==> config.mk <==
export PLATFORM = sky130hd
export DESIGN_NAME = cm_merge
export DESIGN_NICKNAME = d
export VERILOG_FILES = /design/src/rtl/cm_merge_pkg.sv /design/src/rtl/cm_merge_ord_chk.sv /design/src/rtl/cm_merge.sv
export SDC_FILE = /design/constraint.sdc
export NUM_CORES = 1
export LEC_CHECK = 0
export ABC_AREA = 1
export BUFFER_PORTS_ARGS = -buffer_cell sky130_fd_sc_hd__clkbuf_2
export CAP_MARGIN = 5
export CORE_AREA = 4 4 64 66
export CTS_BUF_LIST = sky130_fd_sc_hd__clkbuf_16
export DETAILED_ROUTE_END_ITERATION = 8
export DIE_AREA = 0 0 68 70
export PLACE_DENSITY = 0.85
export SYNTH_ARGS = -nofsm -noshare
export SYNTH_HDL_FRONTEND = slang
export SYNTH_SLANG_ARGS = --single-unit
export TNS_END_PERCENT = 30
==> constraint.sdc <==
create_clock -name i_clk -period 1.8 [get_ports i_clk]
set_clock_uncertainty 0.05 [all_clocks]
set_input_delay 0.18 -clock i_clk [delete_from_list [all_inputs] [get_ports i_clk]]
set_output_delay 0.18 -clock i_clk [all_outputs]
set_load 0.005 [all_outputs]
==> src/rtl/cm_merge_pkg.sv <==
// lib_cm: shared types for the cm_* streaming sort/merge blocks.
//   u32           - unsigned 32-bit type used for block parameters
//   t_merge_state - cm_merge FSM states
package lib_cm;

    typedef logic [31:0] u32;

    typedef enum logic [1:0] {
        BOTH    = 2'd0,   // both streams live, compare heads
        DRAIN_A = 2'd1,   // B packet finished, pass A through
        DRAIN_B = 2'd2    // A packet finished, pass B through
    } t_merge_state;

endpackage

==> src/rtl/cm_merge_ord_chk.sv <==
// cm_merge_ord_chk: per-stream sort-order monitor for cm_merge.
// Remembers the last consumed element of one input stream and flags a
// consumed element that breaks the expected order within a packet.
//   clk   - clock (rising edge)
//   rst_n - asynchronous active-low reset
//   hs    - element consumed this cycle
//   data  - element value
//   last  - element closes its packet
//   viol  - combinational pulse: consumed element is out of order
module cm_merge_ord_chk
    import lib_cm::*;
#(
    parameter u32 DWIDTH = 8,
    parameter bit DESC   = 1'b0
) (
    input  logic              clk,
    input  logic              rst_n,
    input  logic              hs,
    input  logic [DWIDTH-1:0] data,
    input  logic              last,
    output logic              viol
);

    logic [DWIDTH-1:0] prev;
    logic              first;
    logic              out_of_order;

    // first marks the next element as a packet start, which has no predecessor
    always_ff @(posedge clk or negedge rst_n) begin
        if (!rst_n) begin
            prev  <= '0;
            first <= 1'b1;
        end else if (hs) begin
            prev  <= data;
            first <= last;
        end
    end

    assign out_of_order = DESC ? (data > prev) : (data < prev);
    assign viol         = hs && !first && out_of_order;

endmodule

==> src/rtl/cm_merge.sv <==
// cm_merge: streaming two-way merge of two sorted packets into one sorted
// packet, valid/ready on every port, registered output.
//   i_clk, i_rst_n                       - clock, async active-low reset
//   i_a_vld/o_a_rdy/i_a_data/i_a_last    - input stream A
//   i_b_vld/o_b_rdy/i_b_data/i_b_last    - input stream B
//   o_vld/i_rdy/o_data/o_last            - merged output stream
//   o_err                                - sticky: an input broke sort order
module cm_merge
    import lib_cm::*;
#(
    parameter u32 DWIDTH = 8,
    parameter bit DESC   = 1'b0
) (
    input  logic              i_clk,
    input  logic              i_rst_n,
    input  logic              i_a_vld,
    output logic              o_a_rdy,
    input  logic [DWIDTH-1:0] i_a_data,
    input  logic              i_a_last,
    input  logic              i_b_vld,
    output logic              o_b_rdy,
    input  logic [DWIDTH-1:0] i_b_data,
    input  logic              i_b_last,
    output logic              o_vld,
    input  logic              i_rdy,
    output logic [DWIDTH-1:0] o_data,
    output logic              o_last,
    output logic              o_err
);

    t_merge_state      state;
    t_merge_state      state_next;
    logic              adv;
    logic              both_vld;
    logic              sel_a;
    logic              a_hs;
    logic              b_hs;
    logic [DWIDTH-1:0] load_data;
    logic              load_last;
    logic              viol_a;
    logic              viol_b;

    // Output register can take a new element. Qualified by reset so the
    // readies stay low while reset is asserted.
    assign adv      = i_rst_n && (!o_vld || i_rdy);
    assign both_vld = i_a_vld && i_b_vld;
    // Ties select A, keeping the merge stable.
    assign sel_a    = DESC ? (i_a_data >= i_b_data) : (i_a_data <= i_b_data);

    always_ff @(posedge i_clk or negedge i_rst_n) begin
        if (!i_rst_n) begin
            state <= BOTH;
        end else begin
            state <= state_next;
        end
    end

    always_comb begin
        state_next = state;
        o_a_rdy    = 1'b0;
        o_b_rdy    = 1'b0;
        case (state)
            BOTH: begin
                o_a_rdy = adv && both_vld && sel_a;
                o_b_rdy = adv && both_vld && !sel_a;
            end
            DRAIN_A: o_a_rdy = adv;
            DRAIN_B: o_b_rdy = adv;
            default: ;
        endcase

        a_hs = i_a_vld && o_a_rdy;
        b_hs = i_b_vld && o_b_rdy;

        case (state)
            BOTH: begin
                if (a_hs && i_a_last) begin
                    state_next = DRAIN_B;
                end else if (b_hs && i_b_last) begin
                    state_next = DRAIN_A;
                end
            end
            DRAIN_A: if (a_hs && i_a_last) state_next = BOTH;
            DRAIN_B: if (b_hs && i_b_last) state_next = BOTH;
            default: state_next = BOTH;
        endcase
    end

    // A packet's last only ends the merged packet when the other packet is
    // already exhausted, i.e. when it is consumed in a drain state.
    assign load_data = a_hs ? i_a_data : i_b_data;
    assign load_last = (state != BOTH) && (a_hs ? i_a_last : i_b_last);

    always_ff @(posedge i_clk or negedge i_rst_n) begin
        if (!i_rst_n) begin
            o_vld  <= 1'b0;
            o_data <= '0;
            o_last <= 1'b0;
        end else if (a_hs || b_hs) begin
            o_vld  <= 1'b1;
            o_data <= load_data;
            o_last <= load_last;
        end else if (i_rdy) begin
            o_vld  <= 1'b0;
        end
    end

    cm_merge_ord_chk #(
        .DWIDTH (DWIDTH),
        .DESC   (DESC)
    ) u_chk_a (
        .clk   (i_clk),
        .rst_n (i_rst_n),
        .hs    (a_hs),
        .data  (i_a_data),
        .last  (i_a_last),
        .viol  (viol_a)
    );

    cm_merge_ord_chk #(
        .DWIDTH (DWIDTH),
        .DESC   (DESC)
    ) u_chk_b (
        .clk   (i_clk),
        .rst_n (i_rst_n),
        .hs    (b_hs),
        .data  (i_b_data),
        .last  (i_b_last),
        .viol  (viol_b)
    );

    always_ff @(posedge i_clk or negedge i_rst_n) begin
        if (!i_rst_n) begin
            o_err <= 1'b0;
        end else if (viol_a || viol_b) begin
            o_err <= 1'b1;
        end
    end

endmodule

==> flow_summary.toml, run 1 <==
[status]
status = "completed"

[place]
place_area_um2 = 2217
dp_worst_setup_slack_ns = -0.09036
dp_cells = 321
gp_congestion = 0.8564
post-dp-hpwl_mm = 3.430
io_buffers = 35

[power]
ir_worst_vdd_mv = 0.7260
cellPowerDensity_nw_per_um2 = 1356
leakage_nw = 1.370

[clock_network]
numCtsBuffers = 5
htreeDepth = 2
clk_pin_slew_ns = 0.05
cts.sinks = 31
worstSkewPairLatency_ns = 0.28
clockBufferDepth = 2
cts_tree = "built"
root_buffer = "clkbuf_16"

[route]
met1Wirelength_mm = 1.893
dr_wl_met2_mm = 2.402
firstDrtPassIters = 4
wl_per_cell_um = 14.11
vias = 1747
drtAntennaViolNets = 0
via_per_inst = 5.215
drt-total-wl_mm = 4.727
drt_iter0_markers = 97
met3_length_um = 263
route.top_layer_used = "met4"
route.detailed.drc = 0

[global_route]
grt_pass1_vias = 1785
grt-ovfl-total = 0
grtUsageTotal_pct = 21.81
grt_antenna_before_repair = 0
grt_pass1_wl_mm = 7.762
grt_max_degree = 32

[synthesis]
async_flop_share_pct = 100.0
ys.flop_type = "dfrtp_1"
syn_avg_cell_area_um2 = 8.238
synth_top_area_share_pct = 38.98
synth_common_cells = "55 x nand2_1, 35 x inv_1, 29 x dfrtp_1"
synth_enable_flop_cells = 0
netlist_area_um2 = 1862
synth_fp_nets = 271
ys_seq_elements = 31
synthCells = 226
ys_seq_area_share_pct = 41.80
ys_top_cells_by_area = "dfrtp_1 39%, ha_1 15%, nand2_1 11%"
synth_cell_types = 24
synth.most_common_cell = "nand2_1"
ys.warnings.count = 0
synth_top_cell_by_area = "dfrtp_1"

[final_layout]
stdcell_count = 335
drive_gt1_share_pct = 30.66
final_area_um2 = 2482
area_growth_pct = 33.33
antennaDiodeCount = 0
final_util_pct = 69.37
layout.nets = 331

[setup_path]
crit_path_end_kind = "primary output"
crit_end = "o_b_rdy"
startpoint_type = "primary input"
required_ns = 1.57
r2r_start = "state[0]"
r2r-end = "o_last"
crit_path_max_fanout = 4
startpoint = "i_b_data[7]"
cp.arrival_ns = 1.51
critPathKind = "in2out"
rr_worst_depth = 10
regToRegSetupSlack_ns = 0.13

[timing]
fin_tns_setup_ns = 0
finalCritPeriodShare_pct = 96.81
worst_slack_ns = 0.05747
slew_violations = 0
min_period_ns = 1.743
maxSlewHeadroom_pct = 73.18
hold_viol = 0
clock.fmax_mhz = 573.9
tightest_slew_ns = 0.4023
finalSetupViolCount = 0

[run]
maxCapViolCount = 0

[floorplan]
num_rows = 22
die_h_um = 70
start_util_pct = 52.03
die_w_um = 68
core_um2 = 3578
dieArea_um2 = 4760
ioPinCount = 36

[worst_hold_path]
hp-class = "in2reg"
==> per-layer routing <==
metal,track usage [%],vias to the layer above
met4,11.04,0
met5,0,-
met1,25.13,813
met2,35.22,58
met3,7.074,15
li1,-,861
==> worst max-delay path, stage by stage <==
cell      delay (ns)
clkbuf_2        0.10
inv_1           0.04
ha_1            0.30
nand2_2         0.08
nor2_4          0.09
nand4_1         0.18
nand4_1         0.19
nand2_2         0.11
buf_6           0.13
clkbuf_2        0.10
==> worst min-delay path by stage <==
stage            start        end  slack [ns]  depth (start not counted)
6_report         i_rdy      o_vld        0.08                          2
5_1_grt          i_rdy      o_vld        0.08                          2
4_1_cts          i_rdy      o_vld        0.08                          2
3_5_place_dp   i_rst_n  o_data[0]        0.23                          2
3_3_place_gp   i_rst_n  o_data[1]        0.22                          2
2_1_floorplan  i_rst_n  o_data[0]       -0.17                          0
==> power breakdown <==
group / switching (mW) / internal, mW / leakage (nW)
clock: 0.293 / 0.644 / 0.0812
sequential: 0.154 / 1.03 / 0.382
combinational: 0.682 / 0.560 / 0.906
==> through the flow <==
stage | power [mW] | hold slack (ns)
2_1_floorplan | 1.896 | -0.1656
3_3_place_gp | 2.264 | 0.2180
3_5_place_dp | 2.331 | 0.2321
4_1_cts | 3.290 | 0.07565
5_1_grt | 3.654 | 0.07984
6_report | 3.367 | 0.07560
==> what timing repair did <==
| item | in CTS | in global routing |
|---|---|---|
| resized for setup | 0 | 17 |
| endpoints found under the hold margin | 29 | 0 |
| setup endpoints to repair | 0 | 7 |
| hold buffers | 1 | 0 |
| buffers inserted | 0 | 6 |
==> layout make-up <==
cell class | count | area [um2]
clock buffers | 5 | 125.1
clock inverters | 3 | 38.79
fillers | 275 | 1096
inverters | 37 | 138.9
multi-input cells | 154 | 967.2
flip-flops and latches | 31 | 778.2
well taps | 48 | 60.06
repair buffers | 57 | 374.1
==> placed cells by master, fill, tap and decap left out, drive strengths merged <==
cell         Yosys  routed
nor3             2       2
clkinv           0       2
o211ai           1       1
dfstp            2       2
nand2           59      59
nand4            3       3
nor2             6       6
nor4             1       1
a21oi           13      13
dlygate4sd3      0       1
bufinv           0       1
inv             37      37
a21boi           1       1
ha              22      22
clkbuf           1      39
a21o             1       1
buf              3      22
dfrtp           29      29
o21ai           14      14
nand3b           1       1
nand3           30      30
==> cell families (layout without fill, tap and decap cells) <==
family	after synthesis	in the layout	share of synthesized area (%)
compound gates	30	30	9.275
buf+inv	41	102	8.804
simple gates	102	102	25.34
fa+ha+maj	22	22	14.78
flops	31	31	41.80
==> sequential cells by signal, indices dropped and copies added, names as in the netlist <==
register       flops
o_data             8
u_chk_b.first      1
o_vld              1
o_err              1
u_chk_b.prev       8
o_last             1
state              2
u_chk_a.first      1
u_chk_a.prev       8
Power figures use the tool's default switching activity.
==> run 2: changes to the inputs <==
--- a/config.mk
+++ b/config.mk
@@ -12,6 +12,7 @@
 export CTS_BUF_LIST = sky130_fd_sc_hd__clkbuf_16
 export DETAILED_ROUTE_END_ITERATION = 8
 export DIE_AREA = 0 0 68 70
+export MAX_ROUTING_LAYER = met4
 export PLACE_DENSITY = 0.85
 export SYNTH_ARGS = -nofsm -noshare
 export SYNTH_HDL_FRONTEND = slang
==> run 2 against run 1 <==
Compared with the run above: setup slack lost 0.018 ns; sequential share of layout area shrank 0.16 points; design area grew 0.50%; highest routed layer unchanged; critical endpoint unchanged; critical path type is now reg2out.
==> flow_summary.toml, run 2 (synthesis gave the netlist of run 1 again) <==
[final_layout]
layout.nets = 331
drive_gt1_share_pct = 31.01
final_common_cell = "nand2_1"
layout_common_cells = "51 x nand2_1, 34 x clkbuf_2, 30 x inv_1"
final_area_um2 = 2495
largestRegisters = "o_data (8), u_chk_a.prev (8), u_chk_b.prev (8)"
area_growth_pct = 34.01
stdcell_count = 335
antennaDiodeCount = 0

[route]
met3_length_um = 325
via_per_inst = 5.266
met1Wirelength_mm = 1.817
route.detailed.drc = 0
drt-total-wl_mm = 4.775
drt_iter0_markers = 92
vias = 1764
drtAntennaViolNets = 0
dr_wl_met2_mm = 2.458
wl_per_cell_um = 14.25
firstDrtPassIters = 4
route.top_layer_used = "met4"

[place]
dp_cells = 321
place_area_um2 = 2217
post-dp-hpwl_mm = 3.430
dp_worst_setup_slack_ns = -0.09036
gp_congestion = 0.8700
io_buffers = 35

[run]
maxCapViolCount = 0

[clock_network]
clk_pin_slew_ns = 0.05
htreeDepth = 2
numCtsBuffers = 5
worstSkewPairLatency_ns = 0.28
cts.sinks = 31
cts_tree = "built"
clockBufferDepth = 2
root_buffer = "clkbuf_16"

[timing]
finalCritPeriodShare_pct = 97.83
hold_viol = 0
fin_tns_setup_ns = 0
tightest_slew_ns = 0.3910
finalSetupViolCount = 0
clock.fmax_mhz = 567.9
slew_violations = 0
worst_slack_ns = 0.03909
min_period_ns = 1.761
maxSlewHeadroom_pct = 73.93

[worst_hold_path]
min_from = "i_a_data[0]"
hold_depth = 3
min_to = "u_chk_a.prev[0]"
hp-class = "in2reg"

[setup_path]
rr_worst_depth = 10
critPathKind = "reg2out"
crit_family = "buffers and inverters"
required_ns = 1.57
r2r-end = "o_last"
crit_path_max_fanout = 4
regToRegSetupSlack_ns = 0.13
worstPathCellList = "inv_2 -> nand2_4 -> buf_4 -> inv_1 -> nand4_1 -> nand2_2 -> buf_6 -> clkbuf_2"
r2r_start = "state[0]"
cp_slowest_cell = "dfrtp_1"
cp.arrival_ns = 1.53
startpoint_type = "register"
slowest_delay_ns = 0.39
crit_buf_inv = 5
crit_path_end_kind = "primary output"

[floorplan]
die_h_um = 70
ioPinCount = 36
core_um2 = 3578
die_w_um = 68
start_util_pct = 52.03
dieArea_um2 = 4760
num_rows = 22

[power]
leakage_nw = 1.372
ir_worst_vdd_mv = 0.7289
cellPowerDensity_nw_per_um2 = 1355
report.power.total_mw = 3.379

[global_route]
grt_pass1_vias = 1790
grt_antenna_before_repair = 0
grt-ovfl-total = 0
grtUsageTotal_pct = 22.40
grt_max_degree = 32
grt_pass1_wl_mm = 7.755

[status]
status = "completed"
-- run 2: cell counts in the layout (fill, tap and decap cells not counted) --
No cell type changed its count.
-- run 2: how the worst max path moves through the flow --
stage	from	to	slack [ns]	cells after the start
after detailed placement	i_b_data[7]	o_last	-0.09	14
after global placement	i_b_data[3]	o_last	-0.008	17
after global routing	state[0]	o_b_rdy	-0.03	8
final	state[0]	o_b_rdy	0.04	8
after floorplan	i_b_data[7]	o_last	0.24	13
after CTS	i_b_data[7]	o_a_rdy	0.007	11
-- run 2: where the power goes --
part           switching, mW  internal (mW)
sequential             0.153           1.03
clock                  0.298          0.644
combinational          0.688          0.561
total                   1.14           2.24
-- run 2: final cells by class --
| type | count | area (um2) |
|---|---|---|
| clock buffer | 5 | 125.1 |
| clock inverter | 3 | 38.79 |
| fill | 272 | 1084 |
| multi-input combinational | 154 | 979.7 |
| tap | 48 | 60.06 |
| sequential | 31 | 778.2 |
| timing repair buffer | 57 | 374.1 |
| inverter | 37 | 138.9 |
-- run 2: metrics by stage --
step | hold WS, ns | util (%)
2_1_floorplan | -0.1656 | -
3_3_place_gp | 0.2180 | 61.96
3_5_place_dp | 0.2321 | 61.96
4_1_cts | 0.07565 | 66.82
5_1_grt | 0.09376 | 69.72
6_report | 0.08190 | 69.72
-- run 2: worst min-delay path, cell delays in order --
cell and delay, ns:
clkbuf_2 0.10, nand2_2 0.06, nand2_1 0.05
-- run 2: routing by layer --
| metal | vias to the layer above | track usage, % |
|---|---|---|
| li1 | 859 | - |
| met1 | 811 | 25.03 |
| met2 | 77 | 35.33 |
| met3 | 17 | 7.074 |
| met4 | 0 | 11.04 |
| met5 | - | - |
-- run 2: timing repair --
action / in CTS / in global routing
setup buffers: 0 / 6
endpoints found under the hold margin: 29 / 0
setup endpoints to repair: 0 / 9
hold buffers: 1 / 0
gates resized for setup: 0 / 19
